[config.mk]
export PLATFORM = sky130hd
export DESIGN_NAME = soc_noc_loopback_responder
export DESIGN_NICKNAME = d
export VERILOG_FILES = /design/src/rtl/soc_noc_responder_pkg.sv /design/src/rtl/soc_noc_responder_fifo.sv /design/src/rtl/soc_noc_loopback_responder.sv
export SDC_FILE = /design/constraint.sdc
export NUM_CORES = 1
export LEC_CHECK = 0
export CAP_MARGIN = 20
export CORE_MARGIN = 5
export CORE_UTILIZATION = 34
export CTS_CLUSTER_DIAMETER = 100
export DETAILED_ROUTE_END_ITERATION = 6
export SETUP_SLACK_MARGIN = 0.02
export SLEW_MARGIN = 20
export SYNTH_ARGS = -nofsm -noshare
export SYNTH_HDL_FRONTEND = slang
export SYNTH_SLANG_ARGS = --single-unit
[constraint.sdc]
create_clock -name clk -period 13.2 [get_ports clk]
set_clock_uncertainty 0.15 [all_clocks]
set_input_delay 1.98 -clock clk [delete_from_list [all_inputs] [get_ports clk]]
set_output_delay 1.98 -clock clk [all_outputs]
set_load 0.01 [all_outputs]
[src/rtl/soc_noc_responder_pkg.sv]
// Shared header field positions and FSM state encoding for the NoC loopback responder.
package soc_noc_responder_pkg;

    localparam int DEST_MSB  = 31;
    localparam int DEST_LSB  = 27;
    localparam int CLASS_MSB = 26;
    localparam int CLASS_LSB = 24;
    localparam int SRC_MSB   = 23;
    localparam int SRC_LSB   = 19;
    localparam int ID_W      = DEST_MSB - DEST_LSB + 1;

    typedef enum logic [1:0] {
        IDLE = 2'd0,
        SEND = 2'd1,
        DROP = 2'd2
    } state_t;

endpackage

[src/rtl/soc_noc_responder_fifo.sv]
// Pointer FIFO of {last, flit} entries; wptr can rewind to a marked packet start.
module soc_noc_responder_fifo #(
    parameter int W     = 32,
    parameter int DEPTH = 16,
    parameter int AW    = $clog2(DEPTH)
) (
    input  logic          clk,
    input  logic          rst,
    input  logic          push,
    input  logic [W:0]    push_data,
    input  logic          pop,
    input  logic          rewind,
    input  logic [AW:0]   mark,
    output logic [W:0]    head,
    output logic [AW:0]   wptr,
    output logic [AW:0]   count
);
    import soc_noc_responder_pkg::*;

    logic [W:0]  mem [DEPTH];
    logic [AW:0] wptr_q;
    logic [AW:0] rptr_q;

    always_ff @(posedge clk) begin
        if (push) begin
            mem[wptr_q[AW-1:0]] <= push_data;
        end
    end

    always_ff @(posedge clk or posedge rst) begin
        if (rst) begin
            wptr_q <= '0;
            rptr_q <= '0;
        end else begin
            if (rewind) begin
                wptr_q <= mark;
            end else if (push) begin
                wptr_q <= wptr_q + 1'b1;
            end
            if (pop) begin
                rptr_q <= rptr_q + 1'b1;
            end
        end
    end

    // Extra MSB makes the difference the true occupancy, full included.
    assign count = wptr_q - rptr_q;
    assign wptr  = wptr_q;
    assign head  = mem[rptr_q[AW-1:0]];

endmodule

[src/rtl/soc_noc_loopback_responder.sv]
// Store-and-forward NoC far end: echoes each packet back with a reply header.
// Optional packet counters: define SOC_NOC_RESPONDER_STATS_EN.
module soc_noc_loopback_responder #(
    parameter int FLIT_WIDTH = 32,
    parameter int DEPTH      = 16,
    parameter int LOCAL_ID   = 1
) (
    input  logic                  clk,
    input  logic                  rst,
    input  logic [FLIT_WIDTH-1:0] noc_in_flit,
    input  logic                  noc_in_last,
    input  logic                  noc_in_valid,
    output logic                  noc_in_ready,
    output logic [FLIT_WIDTH-1:0] noc_out_flit,
    output logic                  noc_out_last,
    output logic                  noc_out_valid,
    input  logic                  noc_out_ready,
    output logic                  err_oversize,
    output logic [15:0]           pkt_rx_count,
    output logic [15:0]           pkt_tx_count
);
    import soc_noc_responder_pkg::*;

    localparam int AW = $clog2(DEPTH);
    localparam int W  = FLIT_WIDTH;

    state_t        state_q;
    state_t        state_d;
    logic [W:0]    head;
    logic [AW:0]   wptr;
    logic [AW:0]   count;
    logic [AW:0]   pkt_cnt_q;
    logic [AW:0]   pkt_cnt_d;
    logic [AW:0]   pkt_start_q;
    logic          err_q;
    logic          first_q;
    logic          drop;
    logic          in_fire;
    logic          push;
    logic          rx_last;
    logic          out_fire;
    logic          tx_last;
    logic          oversize;
    logic [W-1:0]  reply;

    assign drop     = (state_q == DROP);
    assign in_fire  = noc_in_valid && noc_in_ready;
    assign push     = in_fire && !drop;
    assign rx_last  = push && noc_in_last;
    assign out_fire = noc_out_valid && noc_out_ready;
    assign tx_last  = out_fire && head[W];

    // A full buffer with no complete packet can never drain on its own.
    assign oversize = (count == (AW+1)'(DEPTH)) && (pkt_cnt_q == '0)
                   && (state_q == IDLE);

    assign noc_in_ready = !rst && ((count < (AW+1)'(DEPTH)) || drop);

    assign pkt_cnt_d = pkt_cnt_q + (AW+1)'(rx_last) - (AW+1)'(tx_last);

    soc_noc_responder_fifo #(
        .W     (W),
        .DEPTH (DEPTH),
        .AW    (AW)
    ) u_fifo (
        .clk       (clk),
        .rst       (rst),
        .push      (push),
        .push_data ({noc_in_last, noc_in_flit}),
        .pop       (out_fire),
        .rewind    (oversize),
        .mark      (pkt_start_q),
        .head      (head),
        .wptr      (wptr),
        .count     (count)
    );

    always_ff @(posedge clk or posedge rst) begin
        if (rst) begin
            state_q     <= IDLE;
            pkt_cnt_q   <= '0;
            pkt_start_q <= '0;
            err_q       <= 1'b0;
            first_q     <= 1'b1;
        end else begin
            state_q   <= state_d;
            pkt_cnt_q <= pkt_cnt_d;
            if (rx_last) begin
                pkt_start_q <= wptr + 1'b1;
            end
            if (oversize) begin
                err_q <= 1'b1;
            end
            if (out_fire) begin
                first_q <= head[W];
            end
        end
    end

    always_comb begin
        state_d = state_q;
        unique case (state_q)
            IDLE: begin
                if (oversize) begin
                    state_d = DROP;
                end else if (pkt_cnt_d != '0) begin
                    state_d = SEND;
                end
            end
            SEND: begin
                if (pkt_cnt_d == '0) begin
                    state_d = IDLE;
                end
            end
            DROP: begin
                if (in_fire && noc_in_last) begin
                    state_d = IDLE;
                end
            end
            default: state_d = IDLE;
        endcase
    end

    always_comb begin
        reply = head[W-1:0];
        reply[DEST_MSB:DEST_LSB] = head[SRC_MSB:SRC_LSB];
        reply[SRC_MSB:SRC_LSB]   = ID_W'(LOCAL_ID);
    end

    assign noc_out_valid = (state_q == SEND);
    assign noc_out_last  = noc_out_valid && head[W];
    assign noc_out_flit  = !noc_out_valid ? '0
                         : first_q ? reply : head[W-1:0];
    assign err_oversize  = err_q;

`ifdef SOC_NOC_RESPONDER_STATS_EN
    logic [15:0] rx_cnt_q;
    logic [15:0] tx_cnt_q;

    always_ff @(posedge clk or posedge rst) begin
        if (rst) begin
            rx_cnt_q <= '0;
            tx_cnt_q <= '0;
        end else begin
            if (rx_last) begin
                rx_cnt_q <= rx_cnt_q + 16'd1;
            end
            if (tx_last) begin
                tx_cnt_q <= tx_cnt_q + 16'd1;
            end
        end
    end

    assign pkt_rx_count = rx_cnt_q;
    assign pkt_tx_count = tx_cnt_q;
`else
    assign pkt_rx_count = '0;
    assign pkt_tx_count = '0;
`endif

endmodule
==> out/qor.yml, run 1 <==
drt:
  drtIter0Drc: 822
  viasPerCell: 5.04
  post_drt_wl_per_cell_microns: 24.0
  ant_nets: 0
  wirelength_mm: 48.3
  vias: 10100
  first_pass_iters: 6
  drc_errors: 0
yosys:
  syn_inst: 1014
  avgSynthCellArea_sq_um: 21.6
  synthDistinctLibCells: 45
  ys_ff_latch: 552
  synth_edf_count: 528
  ys_seq_area_frac: 0.750
  yosysWarnings: 0
  ys.flop_type: "edfxtp_1"
  async_flop_share: 0.0435
  syn-cell-area_sq_um: 21900
clock_tree:
  cts_buffer_depth: 3
  cts_hold_buffers: 0
  cts_buffers: 55
  worstSkewPairLatency_ns: 0.59
  htreeDepth: 2
  post_cts_buffers: 0
  path_clk_slew_ns: 0.06
  cts-root-buf: "clkbuf_16"
  cts_tree: "built"
  post_cts_resized: 0
  cts.sinks: 552
timing:
  grt_setup_unrepaired: "false"
  setup_violations: 0
  relSlewSlack: 0.357
  tightest_slew_ns: 0.940
  setup_tns_ns: 0
  fin_crit_sh: 0.507
  hold_viol: 0
  finalMaxSlewViolations: 0
  max_freq_mhz: 150
  post-route-min-period_ns: 6.69
global_routing:
  grt_pass1_wl_mm: 71.9
  grt_pass1_vias: 10600
  gr-total-overflow: 0
  grt_max_degree: 59
  grt_usage: 0.137
  antenna_found_initial: 3
worst_setup_path:
  required_ns: 11.07
  cp_num_cells: 6
  worst_setup_path_end_kind: "output pin"
  critical_path_buf_inv_count: 2
  critical-path-max-stage-delay_ns: 0.96
  crit_path_cell_trace: "buf_4, mux4_2, nand2_1, and3_1, a2111oi_0, clkdlybuf4s50_1"
  crit_fanout: 45
  cpMaxStageDelayCell: "dfrtp_4"
  cp.arrival_ns: 4.56
  rr_worst_depth: 12
  start_kind: "register"
  cpLargestDelayFamily: "buffers and inverters"
  critPathKind: "reg2out"
cells_and_area:
  fillers: 5728
  final_cell_mix: "528 x edfxtp_1, 155 x mux4_2, 72 x clkdlybuf4s50_1"
  multi_input_area_sq_um: 5120
  seqCellArea_sq_um: 16500
  syn2layout_area_growth_pct: 15.5
  nets: 1174
  final_core_util: 0.394
  layout_commonest_cell: "edfxtp_1"
  drive_gt1_frac: 0.241
power:
  peakVddDrop_v: 0.000128
  p_leak_nw: 8.04
  power_density_nw_per_um2: 208
hold_path:
  whs_path_depth: 2
  hold_class: "reg2reg"
die:
  core-area_sq_um: 64200
  rows: 93
  io-pin-count: 105
  dieArea_sq_um: 69700
  start_util: 0.341
  die_w_microns: 264
  die_y_microns: 264
place:
  routabilityCongestion: 0.726
  hpwl_mm: 24.5
  port_buffers: 72
run:
  maxCapViolations: 0
status:
  status: "complete, no violations"
[layer usage]
layer	share of wire	track usage	wire [microns]	vias up
li1	-	-	-	4315
met2	0.48	0.221	23100	288
met4	0.019	0.0315	911	2
met5	0.00014	0	7	-
met1	0.45	0.196	21700	5458
met3	0.053	0.0239	2560	75
[cells in the mapped netlist (7+ instances only)]
library cell | instances | area, sq um
inv_1 | 17 | 63.8
ha_1 | 15 | 188
clkbuf_1 | 15 | 56.3
mux2i_1 | 10 | 100
buf_2 | 9 | 45.0
buf_4 | 36 | 270
nor3_1 | 7 | 35.0
buf_1 | 9 | 33.8
edfxtp_1 | 528 | 15900
mux4_2 | 155 | 3490
nor2_1 | 24 | 90.1
and2_1 | 26 | 163
nand2_1 | 39 | 146
xnor2_1 | 14 | 123
dfrtp_1 | 23 | 576
buf_6 | 9 | 101
o21ai_0 | 7 | 35.0
[state kept, by name, summed over array words and instances, names as in the netlist]
name and flops:
pkt_cnt_q 5, u_fifo.wptr 5, state_q 2, u_fifo.mem 528, err_oversize 1, first_q 1, pkt_start_q 5, u_fifo.rptr_q 5
[final timing paths]
kind                                         startpoint                      endpoint  slack [ns]
setup / recovery           u_fifo.rptr_q[0]$_DFFE_PP0P_              noc_out_flit[20]        6.51
hold / removal               pkt_start_q[4]$_DFFE_PP0P_    pkt_start_q[4]$_DFFE_PP0P_        0.33
setup reg to reg           u_fifo.rptr_q[0]$_DFFE_PP0P_        state_q[0]$_DFFE_PP0P_        7.94
hold reg to reg              pkt_start_q[4]$_DFFE_PP0P_    pkt_start_q[4]$_DFFE_PP0P_        0.33
max in group asynchronous                           rst  u_fifo.rptr_q[0]$_DFFE_PP0P_       10.69
min in group asynchronous                           rst    u_fifo.wptr[1]$_DFFE_PP0P_        1.73
[metrics by stage]
step	total power, W	hold slack (ns)	cells	setup slack, ns	cell area, sq um
after detailed placement	0.00386	0.318	1918	6.95	23600
after global routing	0.00554	0.366	2012	6.05	25300
after CTS	0.00536	0.336	2012	6.29	25300
after global placement	0.00383	0.303	1917	6.92	23600
final	0.00527	0.332	2013	6.51	25300
after floorplan	0.00326	0.294	1045	7.35	22000
[logic make-up (layout without fill, tap and decap cells)]
logic type,after synthesis,count (layout),share of synthesized area
buffers and inverters,96,208,0.0262
other,1,33,0.000171
flip-flops,552,552,0.750
AND/OR/NAND/NOR,124,124,0.0281
adder cells (fa/ha/maj),17,17,0.0104
XOR/XNOR,19,19,0.00759
AO/OA/AOI/OAI,34,34,0.0104
multiplexers,171,171,0.167
[power breakdown]
group | switching, W | internal, W
clock network | 0.000630 | 0.000857
logic | 0.000798 | 0.000849
registers | 0.000113 | 0.00202
[final cells by class]
| type | count | share of cell area |
|---|---|---|
| flip-flops and latches | 552 | 0.650 |
| multi-input cells | 397 | 0.202 |
| clock buffers | 66 | 0.0559 |
| well taps | 855 | 0.0422 |
| repair buffers | 96 | 0.0363 |
| clock inverters | 28 | 0.0108 |
| inverters | 18 | 0.00267 |
| diodes | 1 | 0.0000988 |
[worst reg2reg max path, cell delays in order, from the launching register on]
cell	delay [ns]
dfrtp_4	0.96
buf_4	0.88
mux4_2	0.62
mux4_2	0.54
and2_1	0.19
ha_1	0.27
inv_1	0.05
ha_1	0.15
inv_1	0.06
fa_1	0.43
xnor2_1	0.16
or4_1	0.48
o21ba_2	0.21
Power figures use the tool's default switching activity.
==> inputs of run 2 (changes only) <==
==> constraint.sdc (replaced) <==
create_clock -name clk -period 6.1 [get_ports clk]
set_clock_uncertainty 0.15 [all_clocks]
set_input_delay 0.915 -clock clk [delete_from_list [all_inputs] [get_ports clk]]
set_output_delay 0.915 -clock clk [all_outputs]
set_load 0.01 [all_outputs]
==> run 2 against run 1 <==
Effect of this change:
- cell area up 1.2%
- sequential share of layout area down 0.79 points
- flip-flop and latch count unchanged
- routed wire length up 0.40%
- non-clock buffer count up 5
- clock-buffer cell count up 2
- highest routed layer is now met4
- die area unchanged
- register-to-register slack worse by 6.6 ns
- clock power up 140%
- global-route usage up 0.058 points
- via count up 0.18%
- critical path type unchanged
==> out/qor.yml, run 2 (synthesis gave the netlist of run 1 again) <==
timing:
  fin_crit_sh: 0.866
  hold_viol: 0
  tightest_slew_ns: 0.905
  max_freq_mhz: 189
  grt_setup_unrepaired: "false"
  post-route-min-period_ns: 5.28
  relSlewSlack: 0.380
  setup_violations: 0
  setup_ws_ns: 0.819
  finalMaxSlewViolations: 0
  setup_tns_ns: 0
clock_tree:
  cts_buffer_depth: 3
  path_clk_slew_ns: 0.06
  cts_buffers: 56
  cts_hold_buffers: 0
  cts.sinks: 552
  htreeDepth: 2
  post_cts_resized: 0
  worstSkewPairLatency_ns: 0.58
  post_cts_buffers: 0
  cts_tree: "built"
  cts-root-buf: "clkbuf_16"
place:
  dpl_worst_slack_ns: 1.34
  dpl_cell_area_sq_um: 23700
  placed_cells_incl_taps: 1922
  hpwl_mm: 27.0
  routabilityCongestion: 0.749
  port_buffers: 72
worst_setup_path:
  ff2ff_setup_slack_ns: 1.34
  start_kind: "register"
  cp.arrival_ns: 4.22
  critPathKind: "reg2out"
  rr_startpoint: "u_fifo.rptr_q[2]$_DFFE_PP0P_"
  cpMaxStageDelayCell: "dfrtp_4"
  cp_common_cell: "nand2_1"
  rr_worst_depth: 14
  r2r-end: "state_q[0]$_DFFE_PP0P_"
  critical-path-max-stage-delay_ns: 1.02
  crit_fanout: 58
  required_ns: 5.03
  worst_setup_path_end_kind: "output pin"
  crit_path_cell_trace: "buf_4, mux4_2, nand2_1, nand2_1, nor2_1, a2111oi_0, clkdlybuf4s50_1"
global_routing:
  grt_pass1_wl_mm: 72.0
  gr-total-overflow: 0
  antenna_found_initial: 3
  grt_max_degree: 93
  grt_pass1_vias: 10700
  grt_usage: 0.137
cells_and_area:
  layout_commonest_cell: "edfxtp_1"
  fillers: 5688
  drive_gt1_frac: 0.253
  syn2layout_area_growth_pct: 17.0
  nets: 1180
  stdcell_count: 2028
  design_area_sq_um: 25700
  final_cell_mix: "528 x edfxtp_1, 155 x mux4_2, 72 x clkdlybuf4s50_1"
  largest_reg_flops: 528
drt:
  viasPerCell: 5.01
  wl_met3_mm: 3.17
  first_pass_iters: 5
  drtIter0Drc: 876
  wirelength_mm: 48.5
  vias: 10200
  wl_met1_mm: 20.7
  dr_wl_met2_mm: 23.9
  ant_nets: 0
  highest_layer: "met4"
  post_drt_wl_per_cell_microns: 23.9
  drc_errors: 0
hold_path:
  hold-path-endpoint: "err_oversize$_DFFE_PP0P_"
  whs_path_depth: 1
  hold_class: "reg2reg"
  hp-start: "err_oversize$_DFFE_PP0P_"
power:
  peakVddDrop_v: 0.000267
  power_density_nw_per_um2: 456
  clkPwrFrac: 0.300
  switchingPower_w: 0.00336
  internal_power_w: 0.00835
  seqPwrFrac: 0.394
  switching_share: 0.287
  p_leak_nw: 8.19
  finalPower_w: 0.0117
  comb_power_share: 0.306
status:
  status: "complete, no violations"
die:
  dieArea_sq_um: 69700
  die_y_microns: 264
  io-pin-count: 105
  start_util: 0.341
  die_w_microns: 264
  core-area_sq_um: 64200
  rows: 93
run:
  maxCapViolations: 0
-- run 2: changes by cell type in the layout (fill, tap and decap cells not counted), sizes merged --
cell / change
bufinv: +5
buf: +5
clkinv: +1
clkbuf: +2
clkinvlp: +1
diode: +1
-- run 2: worst max path at each step --
| stage | start | to | slack (ns) | cells after the start |
|---|---|---|---|---|
| 2_1_floorplan | u_fifo.rptr_q[3]$_DFFE_PP0P_ | u_fifo.mem[3][0]$_DFFE_PP_ | 0.83 | 9 |
| 3_3_place_gp | u_fifo.rptr_q[2]$_DFFE_PP0P_ | state_q[0]$_DFFE_PP0P_ | 1.38 | 14 |
| 3_5_place_dp | u_fifo.rptr_q[2]$_DFFE_PP0P_ | state_q[0]$_DFFE_PP0P_ | 1.34 | 14 |
| 4_1_cts | u_fifo.rptr_q[1]$_DFFE_PP0P_ | noc_out_flit[23] | 0.82 | 7 |
| 5_1_grt | u_fifo.rptr_q[1]$_DFFE_PP0P_ | noc_out_flit[23] | 0.59 | 7 |
| 6_report | u_fifo.rptr_q[1]$_DFFE_PP0P_ | noc_out_flit[23] | 0.82 | 7 |
-- run 2: cell type report --
| cell class | instances | area, sq um | share of cell area |
|---|---|---|---|
| sequential | 552 | 16500 | 0.642 |
| clock inverter | 35 | 422 | 0.0164 |
| clock buffer | 68 | 1470 | 0.0572 |
| tap | 855 | 1070 | 0.0417 |
| inverter | 18 | 67.6 | 0.00263 |
| multi-input combinational | 397 | 5120 | 0.200 |
| antenna | 2 | 5.00 | 0.000195 |
| timing repair buffer | 101 | 1030 | 0.0403 |
-- run 2: metrics by stage --
stage	util	hold slack [ns]
5_1_grt	0.399	0.340
3_3_place_gp	0.370	0.301
3_5_place_dp	0.370	0.316
6_report	0.399	0.319
2_1_floorplan	-	0.294
4_1_cts	0.399	0.329
-- run 2: worst max-delay path, delay by kind of cell (launching register included) --
kind                   cells  cell delay [ns]
AND/OR/NAND/NOR            3             0.29
buffers and inverters      2             1.35
flip-flops                 1             1.02
AO/OA/AOI/OAI              1             0.54
multiplexers               1             0.33
-- run 2: power by group through the flow --
stage / Combinational, W / Clock [W] / Sequential (W)
6_report: 0.00358 / 0.00351 / 0.00461
4_1_cts: 0.00368 / 0.00359 / 0.00462
2_1_floorplan: 0.00253 / 0 / 0.00453
3_5_place_dp: 0.00366 / 0 / 0.00470
3_3_place_gp: 0.00366 / 0 / 0.00469
5_1_grt: 0.00388 / 0.00375 / 0.00464
-- run 2: routing by layer --
metal  up-vias  global-route usage
li1       4333                   -
met1      5446               0.191
met5         -                   0
met2       329               0.227
met3        48              0.0285
met4         0              0.0294
